--- src/rtl/des_pkg.sv ---
// DES S-box layer constants: the eight FIPS 46-3 substitution tables and the P permutation.
package des_pkg;

   localparam int unsigned SBOX_IN_W  = 6;
   localparam int unsigned SBOX_OUT_W = 4;
   localparam int unsigned DES_NUM_SBOX = 8;
   localparam int unsigned P_W = DES_NUM_SBOX * SBOX_OUT_W;

   // Entry e = row*16 + col; entry 0 sits at the MSB end of each 256-bit literal.
   typedef logic [0:63][SBOX_OUT_W-1:0] sbox_tbl_t;

   localparam sbox_tbl_t SBOX_TBL [DES_NUM_SBOX] = '{
      {64'hE4D12FB83A6C5907, 64'h0F74E2D1A6CB9538, 64'h41E8D62BFC973A50, 64'hFC8249175B3EA06D},
      {64'hF18E6B34972DC05A, 64'h3D47F28EC01A69B5, 64'h0E7BA4D158C6932F, 64'hD8A13F42B67C05E9},
      {64'hA09E63F51DC7B428, 64'hD709346A285ECBF1, 64'hD6498F30B12C5AE7, 64'h1AD069874FE3B52C},
      {64'h7DE3069A1285BC4F, 64'hD8B56F03472C1AE9, 64'hA690CB7DF13E5284, 64'h3F06A1D8945BC72E},
      {64'h2C417AB6853FD0E9, 64'hEB2C47D150FA3986, 64'h421BAD78F9C5630E, 64'hB8C71E2D6F09A453},
      {64'hC1AF92680D34E75B, 64'hAF427C9561DE0B38, 64'h9EF528C3704A1DB6, 64'h432C95FABE17608D},
      {64'h4B2EF08D3C975A61, 64'hD0B7491AE35C2F86, 64'h14BDC37EAF680592, 64'h6BD814A7950FE23C},
      {64'hD2846FB1A93E50C7, 64'h1FD8A374C56B0E92, 64'h7B419CE206ADF358, 64'h21E74A8DFC90356B}
   };

   // Output bit i (1 = MSB) takes input bit P_TBL[i-1] (1 = MSB).
   localparam logic [5:0] P_TBL [P_W] = '{
      6'd16, 6'd7,  6'd20, 6'd21, 6'd29, 6'd12, 6'd28, 6'd17,
      6'd1,  6'd15, 6'd23, 6'd26, 6'd5,  6'd18, 6'd31, 6'd10,
      6'd2,  6'd8,  6'd24, 6'd14, 6'd32, 6'd27, 6'd3,  6'd9,
      6'd19, 6'd13, 6'd30, 6'd6,  6'd22, 6'd11, 6'd4,  6'd25
   };

   // Row is the outer bit pair {b5,b0}, column the inner nibble b4..b1.
   function automatic logic [5:0] sbox_index(input logic [SBOX_IN_W-1:0] din);
      return {din[5], din[0], din[4:1]};
   endfunction

endpackage

--- src/rtl/des_sbox_lut.sv ---
// One combinational DES S-box lookup, selecting table S(SBOX_IDX).
module des_sbox_lut
   import des_pkg::*;
#(
   parameter int unsigned SBOX_IDX = 1
) (
   input  logic [SBOX_IN_W-1:0]  din,
   output logic [SBOX_OUT_W-1:0] dout_c
);

   if (SBOX_IDX < 1 || SBOX_IDX > DES_NUM_SBOX) begin : g_bad_idx
      $error("des_sbox_lut: SBOX_IDX must be 1..8");
   end

   localparam logic [2:0] TBL_SEL = 3'(SBOX_IDX - 1);

   assign dout_c = SBOX_TBL[TBL_SEL][sbox_index(din)];

endmodule

--- src/rtl/des_sbox_layer.sv ---
// Parallel DES S-box layer with an elastic valid/ready pipeline and optional P permutation.
module des_sbox_layer
   import des_pkg::*;
#(
   parameter int unsigned NUM_SBOX    = 8,
   parameter int unsigned PIPE_STAGES = 2,
   parameter int unsigned APPLY_P     = 1
) (
   input  logic                           clk,
   input  logic                           rst,
   input  logic                           in_valid,
   output logic                           in_ready,
   input  logic [SBOX_IN_W*NUM_SBOX-1:0]  in_data,
   output logic                           out_valid,
   input  logic                           out_ready,
   output logic [SBOX_OUT_W*NUM_SBOX-1:0] out_data,
   output logic                           busy
);

   localparam int unsigned IN_W  = SBOX_IN_W * NUM_SBOX;
   localparam int unsigned OUT_W = SBOX_OUT_W * NUM_SBOX;

   if (NUM_SBOX < 1 || NUM_SBOX > DES_NUM_SBOX) begin : g_bad_num
      $error("des_sbox_layer: NUM_SBOX must be 1..8");
   end
   if (PIPE_STAGES < 1 || PIPE_STAGES > 4) begin : g_bad_pipe
      $error("des_sbox_layer: PIPE_STAGES must be 1..4");
   end
   if (APPLY_P != 0 && NUM_SBOX != DES_NUM_SBOX) begin : g_bad_p
      $error("des_sbox_layer: APPLY_P requires NUM_SBOX == 8");
   end

   logic [OUT_W-1:0] lut_c;

   for (genvar k = 0; k < int'(NUM_SBOX); k++) begin : g_lut
      des_sbox_lut #(
         .SBOX_IDX(k + 1)
      ) u_lut (
         .din    (in_data[IN_W-1-SBOX_IN_W*k -: SBOX_IN_W]),
         .dout_c (lut_c[OUT_W-1-SBOX_OUT_W*k -: SBOX_OUT_W])
      );
   end

   logic [PIPE_STAGES-1:0] v_q;
   logic [OUT_W-1:0]       d_q     [PIPE_STAGES];
   logic [PIPE_STAGES-1:0] adv_c;
   logic [PIPE_STAGES:0]   ld_c;
   logic [PIPE_STAGES-1:0] src_v_c;
   logic [OUT_W-1:0]       src_d_c [PIPE_STAGES];

   // Ready ripples back from the output: a stage may load when empty or draining this cycle.
   always_comb begin
      adv_c = '0;
      ld_c  = '0;
      ld_c[PIPE_STAGES] = out_ready;
      for (int i = int'(PIPE_STAGES) - 1; i >= 0; i--) begin
         adv_c[i] = v_q[i] && ld_c[i+1];
         ld_c[i]  = !v_q[i] || adv_c[i];
      end
   end

   always_comb begin
      src_v_c    = '0;
      src_v_c[0] = in_valid;
      for (int i = 0; i < int'(PIPE_STAGES); i++) begin
         src_d_c[i] = lut_c;
      end
      for (int i = 1; i < int'(PIPE_STAGES); i++) begin
         src_v_c[i] = v_q[i-1];
         src_d_c[i] = d_q[i-1];
      end
   end

   // Data only moves with a valid word so bubbles never disturb held results.
   always_ff @(posedge clk or posedge rst) begin
      if (rst) begin
         v_q <= '0;
         for (int i = 0; i < int'(PIPE_STAGES); i++) begin
            d_q[i] <= '0;
         end
      end else begin
         for (int i = 0; i < int'(PIPE_STAGES); i++) begin
            if (ld_c[i]) begin
               v_q[i] <= src_v_c[i];
               if (src_v_c[i]) begin
                  d_q[i] <= src_d_c[i];
               end
            end
         end
      end
   end

   assign in_ready  = ld_c[0];
   assign out_valid = v_q[PIPE_STAGES-1];
   assign busy      = |v_q;

   logic [OUT_W-1:0] fin;
   assign fin = d_q[PIPE_STAGES-1];

   if (APPLY_P != 0) begin : g_perm
      for (genvar j = 0; j < int'(P_W); j++) begin : g_bit
         localparam int unsigned SRC = P_W - int'(P_TBL[j]);
         assign out_data[OUT_W-1-j] = fin[SRC];
      end
   end else begin : g_noperm
      assign out_data = fin;
   end

endmodule

--- config.mk ---
export PLATFORM = sky130hd
export DESIGN_NAME = des_sbox_layer
export DESIGN_NICKNAME = d
export VERILOG_FILES = /design/src/rtl/des_pkg.sv /design/src/rtl/des_sbox_lut.sv /design/src/rtl/des_sbox_layer.sv
export SDC_FILE = /design/constraint.sdc
export NUM_CORES = 1
export LEC_CHECK = 0
export CORE_MARGIN = 8
export CORE_UTILIZATION = 36
export DETAILED_ROUTE_END_ITERATION = 8
export GPL_TIMING_DRIVEN = 0
export MAX_ROUTING_LAYER = met4
export PLACE_DENSITY = 0.61
export SYNTH_ARGS = -nofsm -noshare
export SYNTH_HDL_FRONTEND = slang
export SYNTH_SLANG_ARGS = --single-unit
export TNS_END_PERCENT = 20
--- constraint.sdc ---
create_clock -name clk -period 2.02 [get_ports clk]
set_clock_uncertainty 0.1 [all_clocks]
set_input_delay 0.202 -clock clk [delete_from_list [all_inputs] [get_ports clk]]
set_output_delay 0.202 -clock clk [all_outputs]
set_load 0.005 [all_outputs]
---- After elaboration in Yosys (flattened, before gate mapping) ----
Memories as Yosys holds them, arrays and structs flattened. A register that Yosys moved wholly into a read port is not among the register bits.
Cells that the tools add are included.
word-level totals
  input bits .............................. 52
  ROM bits ................................ 2048
  memories ................................ 8
  flip-flop bits (word level) ............. 34
operators by class
  bitwise gates (word level) .............. 8
  reductions and logical operators ........ 9
memory list
  name             words  bits a word  read ports  clocked after memory_dff  wr ports  RTL line            text
  (no name shown)  64     4            1           1                         0         des_sbox_lut.sv:17  assign dout_c = SBOX_TBL[TBL_SEL][sbox_index(din)];
  (no name shown)  64     4            1           1                         0         des_sbox_lut.sv:17
  (no name shown)  64     4            1           1                         0         des_sbox_lut.sv:17
  (no name shown)  64     4            1           1                         0         des_sbox_lut.sv:17
  (no name shown)  64     4            1           1                         0         des_sbox_lut.sv:17
  (no name shown)  64     4            1           1                         0         des_sbox_lut.sv:17
  2 more memories  n/a    n/a          n/a         n/a                       n/a       n/a
operators with widths
  cell               count
  $not 6->7          8
  $reduce_and 2->1   2
  $logic_and 1x1->1  2
  $logic_not 1->1    2
  $logic_or 1x1->1   2
  $reduce_or 2->1    1

---- Longest topological paths before layout ----
  word-level depth ........................ 5
  mapped depth ............................ 9
  gate-level depth less buffers ........... 7

---- By module ----
A second synthesis with hierarchy kept.
unflattened totals
  cell total of the unflattened synthesis .. 870
  area, all modules ....................... 8091.5 um2
by module, submodules not included
  module                          area an instance (um2)  times used  cells each
  des_sbox_layer                  2999.1                  1           176
  des_sbox_lut at g_lut[6].u_lut  681.9                   1           84
  des_sbox_lut at g_lut[7].u_lut  675.6                   1           91
  des_sbox_lut at g_lut[5].u_lut  653.1                   1           91
  des_sbox_lut at g_lut[0].u_lut  645.6                   1           87
  des_sbox_lut at g_lut[4].u_lut  629.4                   1           94
  des_sbox_lut at g_lut[1].u_lut  616.8                   1           88
  des_sbox_lut at g_lut[2].u_lut  616.8                   1           87
  des_sbox_lut at g_lut[3].u_lut  573.0                   1           72

---- Worst setup path after synthesis ----
No wires, ideal clock.
  path type ............................... input-to-reg
  start point ............................. input port in_data[32]
  end point ............................... register d_q[52] (netlist bit)
  setup time .............................. 132 ps
  stages .................................. 9
  slack ................................... -169 ps
  data arrival time ....................... 1957 ps
  required time ........................... 1788 ps
  cells stage by stage .................... clkbuf_1 -> inv_1 -> ha_1 -> buf_2 -> mux2_2 -> a2111oi_0 -> a211oi_1 -> a31oi_1 -> o21ai_1
on the way
  longest elaborated chain between the ends .. 1
RTL lines
  element                          RTL line              text
  from (decl)                      des_sbox_layer.sv:13  input logic [SBOX_IN_W*NUM_SBOX-1:0] in_data,
  $not 6->7 (implied by the code)  des_sbox_lut.sv:17
  to (decl)                        des_sbox_layer.sv:45  logic [OUT_W-1:0] d_q [PIPE_STAGES];
Every way passes these cells.
A chain may end at the register's enable or synchronous reset.

---- Worst setup path in the final report ----
  start point ............................. input port in_data[37]
  end point ............................... register d_q[56] (netlist bit)
Same word-level chain as after synthesis.

==> results.txt <==
Tcrit/Tclk final = 98.0%
Cell Pwr Density = 643 nW/µm²
Die height = 160 µm
Vias = 6952
Worst reg2reg path startpoint = v_q[0]
Reg area = 1650 µm²
Fmax achieved = 505 MHz
Crit Reg-Reg Endpoint = d_q[55]
Critical path class = in2reg
Clock slew at reported path FFs = 60 ps
CORE AREA = 20800 µm²
Cell variety after synth = 72
CP Capture Type = flop
Total Nets Final = 1090
Reg2Reg Depth = 5
Kind of start point of the critical path = primary input
Flop-to-flop setup slack = 130 ps
Io pins = 87
Post-place setup slack = -954 ps
1st-pass router iterations = 4
Clock Tree Root = clkbuf_16
Routed len/inst = 16.5 µm
Area delta synth->final = 21.8%
Synth Register Bits = 66
Multi-input logic area = 5140 µm²
# port buffers = 74
Initial Utilization = 36.2%
Most common flop cell mapped by yosys = dfrtp_1
Crit path DAT = 2140 ps
Hold Path Depth = 3
Post-Layout Inst Area = 9150 µm²
DR DRC count = 0
CTS tree = done
Max-cap viol count = 0
Gpl congestion = 0.914
Async SR Flop Fraction = 100%
GR Overflow Total = 0
Worst endpoint required time = 2180 ps
CTS Hold Bufs = 0
CTS H-tree lvls = 3
Share of cells above drive strength 1 = 22.2%
Result of the run = completed
CP dominant cell by count = inv_1
Post-synthesis cell count = 884
Clock insertion delay at the later pin of the skew report = 330 ps
Worst Hold End = d_q[46]
Top Family by Delay on Critical Path = multiplexers
Pin count of the biggest net entering global routing = 67
DPL Wire Length = 15100 µm
Synth top area cells = dfrtp_1 22%, ha_1 10%, mux2_2 6.3%, mux4_2 5.1%, nand2_1 3.5%
Final Hold Fails = 0
First-pass GRT wire length = 33600 µm
Vias per Instance = 5.54
Site Rows = 53
Final WS setup = 41.3 ps
Ys Warns = 0
CTS max path bufs = 2
Placed Area = 8620 µm²
Yosys top cell area share = 22.0%
DIE WIDTH = 160 µm
Buf+Inv Stages, Crit Path = 4
CTS Buf Count = 9
Rel. slew slack = 45.0%
Hold Crit Start = in_data[18]
Hold Path Class = in2reg
Filler cell count = 2053
Leakage = 3.87 nW
CP max-delay cell = mux4_2
Largest fanout on the critical path = 10
Crit-path cells = clkdlybuf4s15_2 > clkbuf_8 > inv_1 > ha_1 > inv_1 > mux4_2 > mux2_2 > a2bb2oi_1 > o21ai_1
GRT Overall Usage = 16.0%
Leading area contributor after synthesis = dfrtp_1
Starting DRT DRC Count = 432
Final setup fails = 0
Slew @ Worst Pin = 825 ps
Routed WL = 20700 µm
Routed Antenna Nets = 0
Initial antenna violation count = 1
Avg Synthesized Cell Area = 8.50 µm²
Die Footprint = 25700 µm²
Pins Over Slew Limit = 0
Post-synth EDFFs = 0
# clock sinks = 66
Syn Std Cell Area = 7510 µm²
Peak supply drop = 0.342 mV
RSZ-0062 raised after global routing = true
Post-Syn Nets = 999
Delay of the slowest critical-path stage = 480 ps
Number of global-route vias before repair = 6510
Fin crit period = 1980 ps
Sequential area share after synthesis = 22.0%
flip-flops by register name, summed over array words and instances, names as in the netlist:
| register | cells |
|---|---|
| v_q | 2 |
| fin | 32 |
| d_q | 32 |
cell usage after synthesis, drive strengths merged, types with 11 or more instances:
cell type	count
buf	80
nand2	71
dfrtp	66
ha	63
o21ai	58
nor2	47
inv	44
mux2	43
clkbuf	36
a21oi	35
mux2i	26
nand2b	23
a211oi	20
nor2b	20
nand3	18
o311ai	18
mux4	17
o211ai	17
o2111ai	15
a31oi	13
a211o	12
nor3b	11
xnor2	11
worst reg2reg max path: stages, from the launching register on:
cell      delay (ps)
dfrtp_1          400
nand3b_1         160
and2_1           460
clkbuf_2         380
o211ai_1         160
o21a_1           130
kinds of logic after synthesis:
logic type | share of synthesized area [%]
DFF | 22.0
adders and majority gates | 10.5
muxes | 15.1
AOI/OAI and AO/OA | 23.7
buffers and inverters | 10.7
and+or+nand+nor | 15.9
xor gates and xnor gates | 2.10
layout by cell type (no fill, tap or decap), drive strengths merged, types with 15 or more instances in the layout:
cell and count:
a211oi 20, a21oi 35, buf 94, clkbuf 44, clkdlybuf4s50 58, dfrtp 66
ha 63, inv 41, mux2 43, mux2i 26, mux4 17, nand2 71
nand2b 23, nand3 18, nor2 47, nor2b 20, o2111ai 15, o211ai 17
o21ai 58, o311ai 18
final cells by class:
| class | instances | share of cell area [%] |
|---|---|---|
| plain buffers | 113 | 7.96 |
| multi-input cells | 658 | 56.2 |
| diodes | 1 | 0.0274 |
| well taps | 275 | 3.76 |
| repair buffers | 83 | 8.54 |
| flip-flops and latches | 66 | 18.1 |
| clock inverters | 7 | 1.03 |
| clock buffers | 9 | 2.46 |
| inverters | 44 | 2.01 |
repair_timing:
item,CTS,global route
endpoints found under the setup margin,40,15
gates resized for setup,83,22
pin swaps,1,3
setup buffers,4,5
how the worst max path moves through the flow:
stage | from | endpoint | slack [ps] | cells after the start
CTS | in_data[20] | d_q[44] | 5 | 10
floorplan | in_data[38] | d_q[56] | -30 | 8
global placement | rst | fin[13] | -1170 | 2
detailed placement | in_data[38] | d_q[56] | -950 | 9
global route | in_data[37] | d_q[56] | -30 | 9
finish | in_data[37] | d_q[56] | 40 | 9
layer usage:
layer	share of wire [%]	GRT usage (%)	vias up
met1	47	20.9	3317
met4	1.5	4.12	0
met2	46	24.9	206
met5	0	-	-
li1	-	-	3401
met3	5.2	3.20	28
power breakdown:
part           internal (W)  switching, W  total (W)
sequential          0.00164      0.000177    0.00181
clock               0.00108      0.000586    0.00166
combinational       0.00134       0.00106    0.00240
through the flow:
stage	utilization, %	cells	TNS [ps]	power [W]	hold WS [ps]
3_3_place_gp	41.5	1233	-106030	0.00417	358
5_1_grt	44.1	1256	-33.9	0.00624	341
4_1_cts	43.7	1250	0	0.00592	254
3_5_place_dp	41.5	1233	-29980	0.00419	366
2_1_floorplan	-	884	-44.6	0.00327	210
6_report	44.1	1256	0	0.00588	259
Power figures use the tool's default switching activity.
